--- src/rtl/instr_fetch_pkg.sv ---
// -----------------------------------------------------------------------------
// instr_fetch_pkg
//   Shared definitions for the instruction fetch unit:
//     - instruction word width and opcode field position (top 5 bits)
//     - HALT opcode value
//     - fetch state encodings FS_RUN / FS_HALTED / FS_FAULT
//     - prefetch queue entry layout {pc, inst}
//   No ports (package).
// -----------------------------------------------------------------------------
package instr_fetch_pkg;

    localparam int WIDTH  = 32;             // instruction word width
    localparam int PC_W   = 32;             // word-address width
    localparam int OP_W   = 5;              // opcode field width
    localparam int OP_MSB = WIDTH - 1;      // opcode occupies the top OP_W bits

    localparam logic [OP_W-1:0] HALT = 5'h1F;

    typedef enum logic [1:0] {
        FS_RUN    = 2'd0,
        FS_HALTED = 2'd1,
        FS_FAULT  = 2'd2
    } fetch_state_e;

    typedef struct packed {
        logic [PC_W-1:0]  pc;
        logic [WIDTH-1:0] inst;
    } fetch_entry_t;

    function automatic logic is_halt(input logic [WIDTH-1:0] inst);
        return inst[OP_MSB -: OP_W] == HALT;
    endfunction

endpackage

--- src/rtl/instr_fetch_queue.sv ---
// -----------------------------------------------------------------------------
// instr_fetch_queue
//   Synchronous FIFO of {pc, inst} entries used as the prefetch queue.
//   A pop and a push in the same cycle are both honoured, including when the
//   queue is full. Flush empties the queue and drops any same-cycle push.
//   The head is read from registered storage and reads as zero while empty.
//
// Ports:
//   clk, rst        clock, synchronous active-high reset
//   flush_i         empty the queue (overrides push/pop)
//   push_i          enqueue push_entry_i (ignored when full without a pop)
//   push_entry_i    entry to enqueue
//   pop_i           dequeue the head (ignored when empty)
//   head_valid_o    queue is non-empty
//   head_entry_o    head entry, zero when empty
//   count_o         number of valid entries, 0..DEPTH
// -----------------------------------------------------------------------------
module instr_fetch_queue
    import instr_fetch_pkg::*;
#(
    parameter int DEPTH = 2
) (
    input  logic                           clk,
    input  logic                           rst,
    input  logic                           flush_i,
    input  logic                           push_i,
    input  fetch_entry_t                   push_entry_i,
    input  logic                           pop_i,
    output logic                           head_valid_o,
    output fetch_entry_t                   head_entry_o,
    output logic [$clog2(DEPTH):0]         count_o
);

    localparam int PTR_W = $clog2(DEPTH);
    localparam int CNT_W = PTR_W + 1;
    localparam logic [CNT_W-1:0] FULL_CNT = CNT_W'(DEPTH);

    logic [PTR_W-1:0] rd_ptr_q;
    logic [PTR_W-1:0] wr_ptr_q;
    logic [CNT_W-1:0] count_q;
    fetch_entry_t     mem_q [DEPTH];

    logic pop_ok;
    logic push_ok;

    assign pop_ok  = pop_i && (count_q != '0);
    // A full queue still accepts a push when the head leaves in the same cycle.
    assign push_ok = push_i && ((count_q != FULL_CNT) || pop_ok);

    // DEPTH is a power of two, so the pointers wrap naturally.
    // NOTE: sequential state uses non-blocking assignments so every register
    // samples the pre-edge values, independent of statement order.
    always_ff @(posedge clk) begin
        if (rst || flush_i) begin
            rd_ptr_q <= '0;
            wr_ptr_q <= '0;
            count_q  <= '0;
        end else begin
            if (push_ok) wr_ptr_q <= wr_ptr_q + PTR_W'(1);
            if (pop_ok)  rd_ptr_q <= rd_ptr_q + PTR_W'(1);
            count_q <= count_q + CNT_W'(push_ok) - CNT_W'(pop_ok);
        end
    end

    // NOTE: the storage array has no reset; count_q alone says which slots
    // hold data, so resetting the array would only cost flops and routing.
    always_ff @(posedge clk) begin
        if (push_ok && !flush_i) begin
            mem_q[wr_ptr_q] <= push_entry_i;
        end
    end

    assign head_valid_o = (count_q != '0);
    assign head_entry_o = head_valid_o ? mem_q[rd_ptr_q] : '0;
    assign count_o      = count_q;

endmodule

--- src/rtl/instr_fetch.sv ---
// -----------------------------------------------------------------------------
// instr_fetch
//   Instruction fetch initiator in front of a combinational, word-addressed
//   instruction memory. Drives the fetch PC, enqueues {pc, inst} into a
//   prefetch queue and presents the queue head to decode over valid/ready.
//   Execute may redirect fetch (flush + restart). Fetch stops after a HALT
//   word has been enqueued; the HALT word itself is still delivered.
//
// Configuration:
//   FETCH_BOUNDS_CHECK_EN  when defined, a fetch at pc >= IMEM_DEPTH is not
//                          pushed and the unit enters FS_FAULT (fetch_fault=1)
//                          until redirect or reset. When undefined there is
//                          no check and fetch_fault is constant 0.
//
// Ports:
//   clk, rst        clock, synchronous active-high reset
//   imem_pc         word address to instruction memory (= fetch pc)
//   imem_inst       instruction word for imem_pc, same cycle
//   redirect_valid  one-cycle flush-and-restart pulse
//   redirect_pc     restart word address
//   inst_valid      queue head holds an instruction
//   inst_ready      decode accepts the head this cycle
//   inst_out        head instruction word (0 when empty)
//   inst_pc         head word address (0 when empty)
//   halted          HALT enqueued, fetching stopped
//   fetch_fault     bounds fault (0 when the check is compiled out)
// -----------------------------------------------------------------------------
module instr_fetch
    import instr_fetch_pkg::*;
#(
    parameter logic [31:0] RESET_PC    = 32'd0,
    parameter int          QUEUE_DEPTH = 2,
    parameter int          IMEM_DEPTH  = 16
) (
    input  logic             clk,
    input  logic             rst,
    output logic [31:0]      imem_pc,
    input  logic [WIDTH-1:0] imem_inst,
    input  logic             redirect_valid,
    input  logic [31:0]      redirect_pc,
    output logic             inst_valid,
    input  logic             inst_ready,
    output logic [WIDTH-1:0] inst_out,
    output logic [31:0]      inst_pc,
    output logic             halted,
    output logic             fetch_fault
);

    localparam int CNT_W = $clog2(QUEUE_DEPTH) + 1;
    localparam logic [CNT_W-1:0] Q_FULL = CNT_W'(QUEUE_DEPTH);

    if (QUEUE_DEPTH < 2 || QUEUE_DEPTH > 8 ||
        (QUEUE_DEPTH & (QUEUE_DEPTH - 1)) != 0 || IMEM_DEPTH < 1) begin : g_bad_params
        $error("instr_fetch: QUEUE_DEPTH must be a power of two in 2..8 and IMEM_DEPTH >= 1");
    end

    fetch_state_e     state_q;
    logic [31:0]      fetch_pc_q;
    logic             halted_q;

    logic             q_head_valid;
    fetch_entry_t     q_head;
    logic [CNT_W-1:0] q_count;
    fetch_entry_t     push_entry;

    logic             pop;
    logic             fetch_slot;
    logic             push;

    assign pop        = q_head_valid && inst_ready;
    // A slot opens when the queue has room, or when the head leaves this cycle.
    assign fetch_slot = (state_q == FS_RUN) && ((q_count < Q_FULL) || pop);
    assign push_entry = '{pc: fetch_pc_q, inst: imem_inst};

`ifdef FETCH_BOUNDS_CHECK_EN
    localparam logic [31:0] IMEM_LIMIT = 32'(IMEM_DEPTH);

    logic in_range;
    logic fault_q;

    assign in_range = (fetch_pc_q < IMEM_LIMIT);
    assign push     = fetch_slot && in_range;
`else
    assign push     = fetch_slot;
`endif

    // Fetch FSM. Reset beats redirect; redirect beats normal fetch, so a push
    // in the redirect cycle never advances the pc or raises halted.
    always_ff @(posedge clk) begin
        if (rst) begin
            state_q    <= FS_RUN;
            fetch_pc_q <= RESET_PC;
            halted_q   <= 1'b0;
`ifdef FETCH_BOUNDS_CHECK_EN
            fault_q    <= 1'b0;
`endif
        end else if (redirect_valid) begin
            state_q    <= FS_RUN;
            fetch_pc_q <= redirect_pc;
            halted_q   <= 1'b0;
`ifdef FETCH_BOUNDS_CHECK_EN
            fault_q    <= 1'b0;
`endif
        end else begin
            case (state_q)
                FS_RUN: begin
                    if (push) begin
                        // The HALT word is enqueued but the pc stays on it.
                        if (is_halt(imem_inst)) begin
                            state_q  <= FS_HALTED;
                            halted_q <= 1'b1;
                        end else begin
                            fetch_pc_q <= fetch_pc_q + 32'd1;
                        end
                    end
`ifdef FETCH_BOUNDS_CHECK_EN
                    else if (!in_range) begin
                        state_q <= FS_FAULT;
                        fault_q <= 1'b1;
                    end
`endif
                end
                FS_HALTED, FS_FAULT: begin
                    // Parked until redirect or reset; the queue keeps draining.
                end
                default: state_q <= FS_RUN;
            endcase
        end
    end

    instr_fetch_queue #(
        .DEPTH (QUEUE_DEPTH)
    ) u_queue (
        .clk          (clk),
        .rst          (rst),
        .flush_i      (redirect_valid),
        .push_i       (push),
        .push_entry_i (push_entry),
        .pop_i        (pop),
        .head_valid_o (q_head_valid),
        .head_entry_o (q_head),
        .count_o      (q_count)
    );

    assign imem_pc    = fetch_pc_q;
    assign inst_valid = q_head_valid;
    assign inst_out   = q_head.inst;
    assign inst_pc    = q_head.pc;
    assign halted     = halted_q;
`ifdef FETCH_BOUNDS_CHECK_EN
    assign fetch_fault = fault_q;
`else
    assign fetch_fault = 1'b0;
`endif

endmodule

--- config.mk ---
export PLATFORM = sky130hd
export DESIGN_NAME = instr_fetch
export DESIGN_NICKNAME = d
export VERILOG_FILES = /design/src/rtl/instr_fetch_pkg.sv /design/src/rtl/instr_fetch_queue.sv /design/src/rtl/instr_fetch.sv
export SDC_FILE = /design/constraint.sdc
export NUM_CORES = 1
export LEC_CHECK = 0
export ABC_AREA = 1
export CAP_MARGIN = 20
export CORE_MARGIN = 2
export CORE_UTILIZATION = 45
export DETAILED_ROUTE_END_ITERATION = 8
export PLACE_DENSITY = 0.72
export SETUP_SLACK_MARGIN = 0.2
export SLEW_MARGIN = 20
export SYNTH_ARGS = -nofsm -noshare
export SYNTH_HDL_FRONTEND = slang
export SYNTH_HIERARCHICAL = 1
export SYNTH_SLANG_ARGS = --single-unit
--- constraint.sdc ---
create_clock -name clk -period 11.7 [get_ports clk]
set_input_delay 1.17 -clock clk [delete_from_list [all_inputs] [get_ports clk]]
set_output_delay 1.17 -clock clk [all_outputs]
set_load 0.02 [all_outputs]
# After elaboration in Yosys (flattened, before gate mapping)
# Memory sizes are Yosys's and may differ from the RTL's. A register that Yosys moved wholly into a read port is not among the register bits.
# Cells that the tools add are included.
# Widths: inputs -> output; s select.
[totals]
ff_bits = 39
latch_bits = 0
ramBits = 128
rom_bits = 0
inputBits = 68
output_inout_bits = 99
wordCells = 51
memories = 1
[classes]
addsub = 5
mul = 0
div_mod_pow = 0
magnitude_cmp = 1
eq_ne = 7
n_shift = 0
mux = 12
n_bitwise = 1
n_reduce_logical = 18
[mem_list]
columns = ["memory", "words", "word_bits", "read_ports", "rd_ports_with_merged_regs", "write_ports", "line_no", "text"]
rows = [
  ["u_queue.mem_q", 2, 64, 1, 1, 1, "instr_fetch_queue.sv:41", "fetch_entry_t mem_q [DEPTH];"],
]
[op_table]
columns = ["operator", "n"]
rows = [
  ["$mux 32", 4],
  ["$mux 64", 1],
  ["$add 32x1->32 const B", 1],
  ["$reduce_and 3->1", 3],
  ["$reduce_bool 2->1", 3],
  ["$eq 5x5->1 const B", 1],
  ["$logic_and 1x1->1", 5],
  ["$mux 1", 4],
  ["$mux 2", 2],
  ["$ne 2x1->1 const B", 2],
  ["$ne 2x2->1 const B", 2],
  ["$pmux 2 s2", 1],
  ["$reduce_or 2->1", 2],
  ["$logic_or 1x1->1", 3],
  ["$add 1x1->1 const B", 2],
  ["$add 2x1->2", 1],
  ["$eq 2x1->1 const B", 1],
  ["$eq 2x2->1 const B", 1],
  ["$logic_not 2->1", 1],
  ["$lt 2x2->1 const B", 1],
  ["$sub 2x1->2", 1],
  ["$logic_not 1->1", 1],
  ["$not 1->1", 1],
]

# Depth between registers and ports, before layout
[depth]
word_depth = 8
mapped_depth = 16
depth_no_buf = 14

# Hierarchy
# The synthesis kept the hierarchy.
[by_module_without_submodules]
columns = ["module", "instances", "cells_per_inst", "area_per_inst_um2", "seq_area_each_um2"]
rows = [
  ["instr_fetch_queue", 1, 375, 5255.0, 3943.8],
  ["instr_fetch", 1, 399, 2448.6, 680.7],
]

# Worst setup path after synthesis
# No wires, ideal clock.
[synth_path]
path_kind = "input to register"
start = "input inst_ready"
end = "memory u_queue/mem_q[0][0] in the netlist's numbering, enable pin"
setup_ns = 0.565
t_arrival_ns = 5.881
t_required_ns = 11.135
slack_ns = 5.254
path_stages = 4
n_path_buf = 0
cell_sequence = "nand2_2 -> a21oi_4 -> nand2_1 -> nor3_1"
[synth_between]
elab_chain_len = 7
word_cells_on_any_way = 9
classes_between = "mux: 2; reduce/logical: 7"
[synth_rtl]
columns = ["element", "line_no", "text"]
rows = [
  ["start: declaration", "instr_fetch.sv:42", "input logic inst_ready,"],
  ["$logic_and 1x1->1", "instr_fetch.sv:70", "assign pop = q_head_valid && inst_ready;"],
  ["$logic_or 1x1->1", "instr_fetch.sv:72", "assign fetch_slot = (state_q == FS_RUN) && ((q_count < Q_FULL) || pop);"],
  ["$logic_and 1x1->1", "instr_fetch.sv:72", ""],
  ["via fetch_slot", "instr_fetch.sv:67", "logic fetch_slot;"],
  ["$logic_and 1x1->1", "instr_fetch_queue.sv:48", "assign push_ok = push_i && ((count_q != FULL_CNT) || pop_ok);"],
  ["$logic_and 1x1->1", "instr_fetch_queue.sv:68", "if (push_ok && !flush_i) begin"],
  ["$mux 1", "instr_fetch_queue.sv:68", ""],
  ["$mux 1 (not written as such)", "instr_fetch_queue.sv:69", "mem_q[wr_ptr_q] <= push_entry_i;"],
  ["end: declaration", "instr_fetch_queue.sv:41", ""],
]
# The timed path passes the listed nets, and every way through them passes these cells.

# Worst setup path in the final report
[layout_path]
start = "register u_queue.count_q[1], in the netlist u_queue/count_o[1]"
end = "output inst_out[3]"
[layout_between]
elab_chain_len = 2
[layout_rtl]
columns = ["element", "line_no", "text"]
rows = [
  ["start: declaration", "instr_fetch_queue.sv:40", "logic [CNT_W-1:0] count_q;"],
  ["start signal: assignment", "instr_fetch_queue.sv:61", "count_q <= count_q + CNT_W'(push_ok) - CNT_W'(pop_ok);"],
  ["$reduce_bool 2->1", "instr_fetch_queue.sv:73", "assign head_valid_o = (count_q != '0);"],
  ["$mux 64", "instr_fetch_queue.sv:74", "assign head_entry_o = head_valid_o ? mem_q[rd_ptr_q] : '0;"],
  ["end: declaration", "instr_fetch.sv:43", "output logic [WIDTH-1:0] inst_out,"],
]
# No other way between the ends.

==> metrics.txt <==
fin crit period approximately 4000 ps; share of cells above drive strength 1 13.7%; Layout Nets 1,005; PD cells 148 nW/µm²; Synth Area per Inst between 9 and 10 µm²; synthesis-to-finish area growth 31.1%; Residual DRC 0; CP endpoint kind output port; Hold Path Class flip-flop to flip-flop; post-place setup slack 8080 ps; PostCTS Resize Cnt 0; Synth top area share 49.9%; FMAX 0.247 GHz; DR pass1 iterations 5; RSZ-0062 raised after global routing no; FF-to-FF Start u_queue/count_o[1]; Ant. Diodes 0; Vias/cell 5.08; htree depth 4; vias in the first global route between 5k and 6k; CTS max path bufs 2; GRT overflow 0; Die W between 100 and 150 µm; outcome finished, final reports clean; Netlist cell types 35; Max-Slew Margin vs Limit a little over a third; remaining antenna violation count 0; crit-path max FO between 40 and 50; leading cell types in the layout, fill and taps excluded 253 x nand2_1, 165 x clkdlybuf4s50_1, 128 x edfxtp_1; Cells after Synth about 770; Synth area leader edfxtp_1; Tcrit/Tclk final about a third; final-report max-slew violation count 0; vias 5,926; CTS clk-pin slew, worst paths approximately 60 ps; Seq/Total Area, Yosys 60.0%; die area 18,200 µm²; most used flip-flop cell after synthesis edfxtp_1; Max Cap Viol 0; CP Launch Point u_queue/count_o[1]; core area around 17,000 µm²; setup TNS 0 ps; Netlist Area Pre-Place roughly 7700 µm²; fraction of registers with async set or reset after synthesis 0%; post-CTS setup buffer count 0; number of synthesized flops with an enable pin about 130; Placer Congestion 0.888; Layout fillers 1,424; Post-Route Utilization 60.7%; Max VDD drop 0.000100 V; total CTS buffers 17; setup ws final between 7000 and 8000 ps; Leak around 3.5 nW; Worst-Skew Late Latency 420 ps; synth warn 6; Setup Skew ~8 ps; Die H between 100 and 150 µm; # hold bufs at CTS 0; # rows 47; Arrival @ worst endpoint about 2900 ps; Overall Global Routing Usage between 20% and 30%; io pins about 170; top post-synthesis cells by area edfxtp_1 50%, nand2_1 12%, dfxtp_1 10%; final WL ~18,000 µm; Hold Startpoint halted; drt initial violations ~420; Synth Net Count between 800 and 900; routed wire length per instance about 16 µm; setup violators final 0; Worst Tran Pin Value 968 ps; Initial Util 46.3%; CP required 10,530 ps; # clock sinks 167; power after layout roughly 1.5 mW; crit path kind flip-flop to output port; placed wire-length estimate 12,200 µm; Hold Violations, Final 0; initial antenna violation count 0; startpoint type of the worst setup path flip-flop; CTS tree done; register bit total from synthesis 167; pin count of the biggest net entering global routing 65; commonest non-fill, non-tap cell in the layout nand2_1; first-pass GRT wire length just under 30,000 µm; port bufs 165; Clk Tree Root Cell clkbuf_16
synth_stat cells (2+ instances only):
master,n
a21oi_1,40
a211oi_1,3
nand3_1,34
clkbuf_1,6
nor2_4,9
a31oi_1,4
nor2_1,54
nor2_2,10
nand4_1,4
inv_1,49
nand3b_1,2
nand2_2,9
buf_2,8
nand2_1,253
o21ai_0,22
a21oi_2,52
edfxtp_1,128
buf_8,4
nor3_1,4
buf_4,6
ha_1,3
dfxtp_1,39
xor2_1,10
buf_6,7
inv_2,4
per-layer routing:
| layer | vias to the layer above | share of wire, % | GRT usage, % |
|---|---|---|---|
| met5 | - | 0 | 0 |
| met4 | 0 | 2.3 | 8.65 |
| li1 | 2907 | - | - |
| met2 | 227 | 48 | 33.1 |
| met3 | 31 | 6.8 | 4.24 |
| met1 | 2761 | 43 | 27.5 |
final cells by class:
type / count / area [µm²] / area share (%)
timing repair buffer: 172 / 1720 / 17.1
inverter: 53 / 199 / 1.97
sequential: 167 / 4630 / 45.8
clock inverter: 15 / 199 / 1.97
multi-input combinational: 523 / 2650 / 26.3
tap: 220 / 275 / 2.73
clock buffer: 17 / 425 / 4.21
logic make-up after synthesis:
kind of cell,count (synthesis),share of synthesized area (%)
buffers and inverters,84,5.78
DFF,167,60.0
AOI/OAI and AO/OA,125,11.1
other,1,0.0487
and+or+nand+nor,383,21.3
adders and majority gates,3,0.487
xor gates and xnor gates,11,1.25
where the power goes:
part / internal, mW / leakage (nW) / total, mW / switching [mW]
clock network: 0.359 / 0.306 / 0.591 / 0.231
registers: 0.680 / 1.53 / 0.703 / 0.0233
logic: 0.0854 / 1.69 / 0.196 / 0.111
total: 1.12 / 3.53 / 1.49 / 0.366
flip-flops by register name, summed over array words and instances (netlist names), named ones only:
signal,cells
state_q,1
u_queue/mem_q,128
u_queue/count_o,2
imem_pc,32
halted,1
u_queue/wr_ptr_q,1
u_queue/rd_ptr_q,1
worst paths after layout:
check	cells after the start	endpoint	slack, ps
worst min-delay path	2	halted	470
worst min register to register	2	halted	470
worst max register to register	9	u_queue/count_o[1]	8710
worst max-delay path	4	inst_out[3]	7660
per-stage QoR:
stage	instance area, µm²	hold WS, ps	std cells
after floorplan	7700	461	774
after global placement	9450	464	1134
after detailed placement	9480	470	1135
after CTS	10100	480	1167
after global routing	10100	491	1167
final	10100	469	1167
critical path, cell delays in order, from the launching register on:
cell	delay, ps
dfxtp_1	390
nor2_4	760
buf_4	620
a21oi_1	90
clkdlybuf4s50_1	560
(Power assumes the default switching activity.)
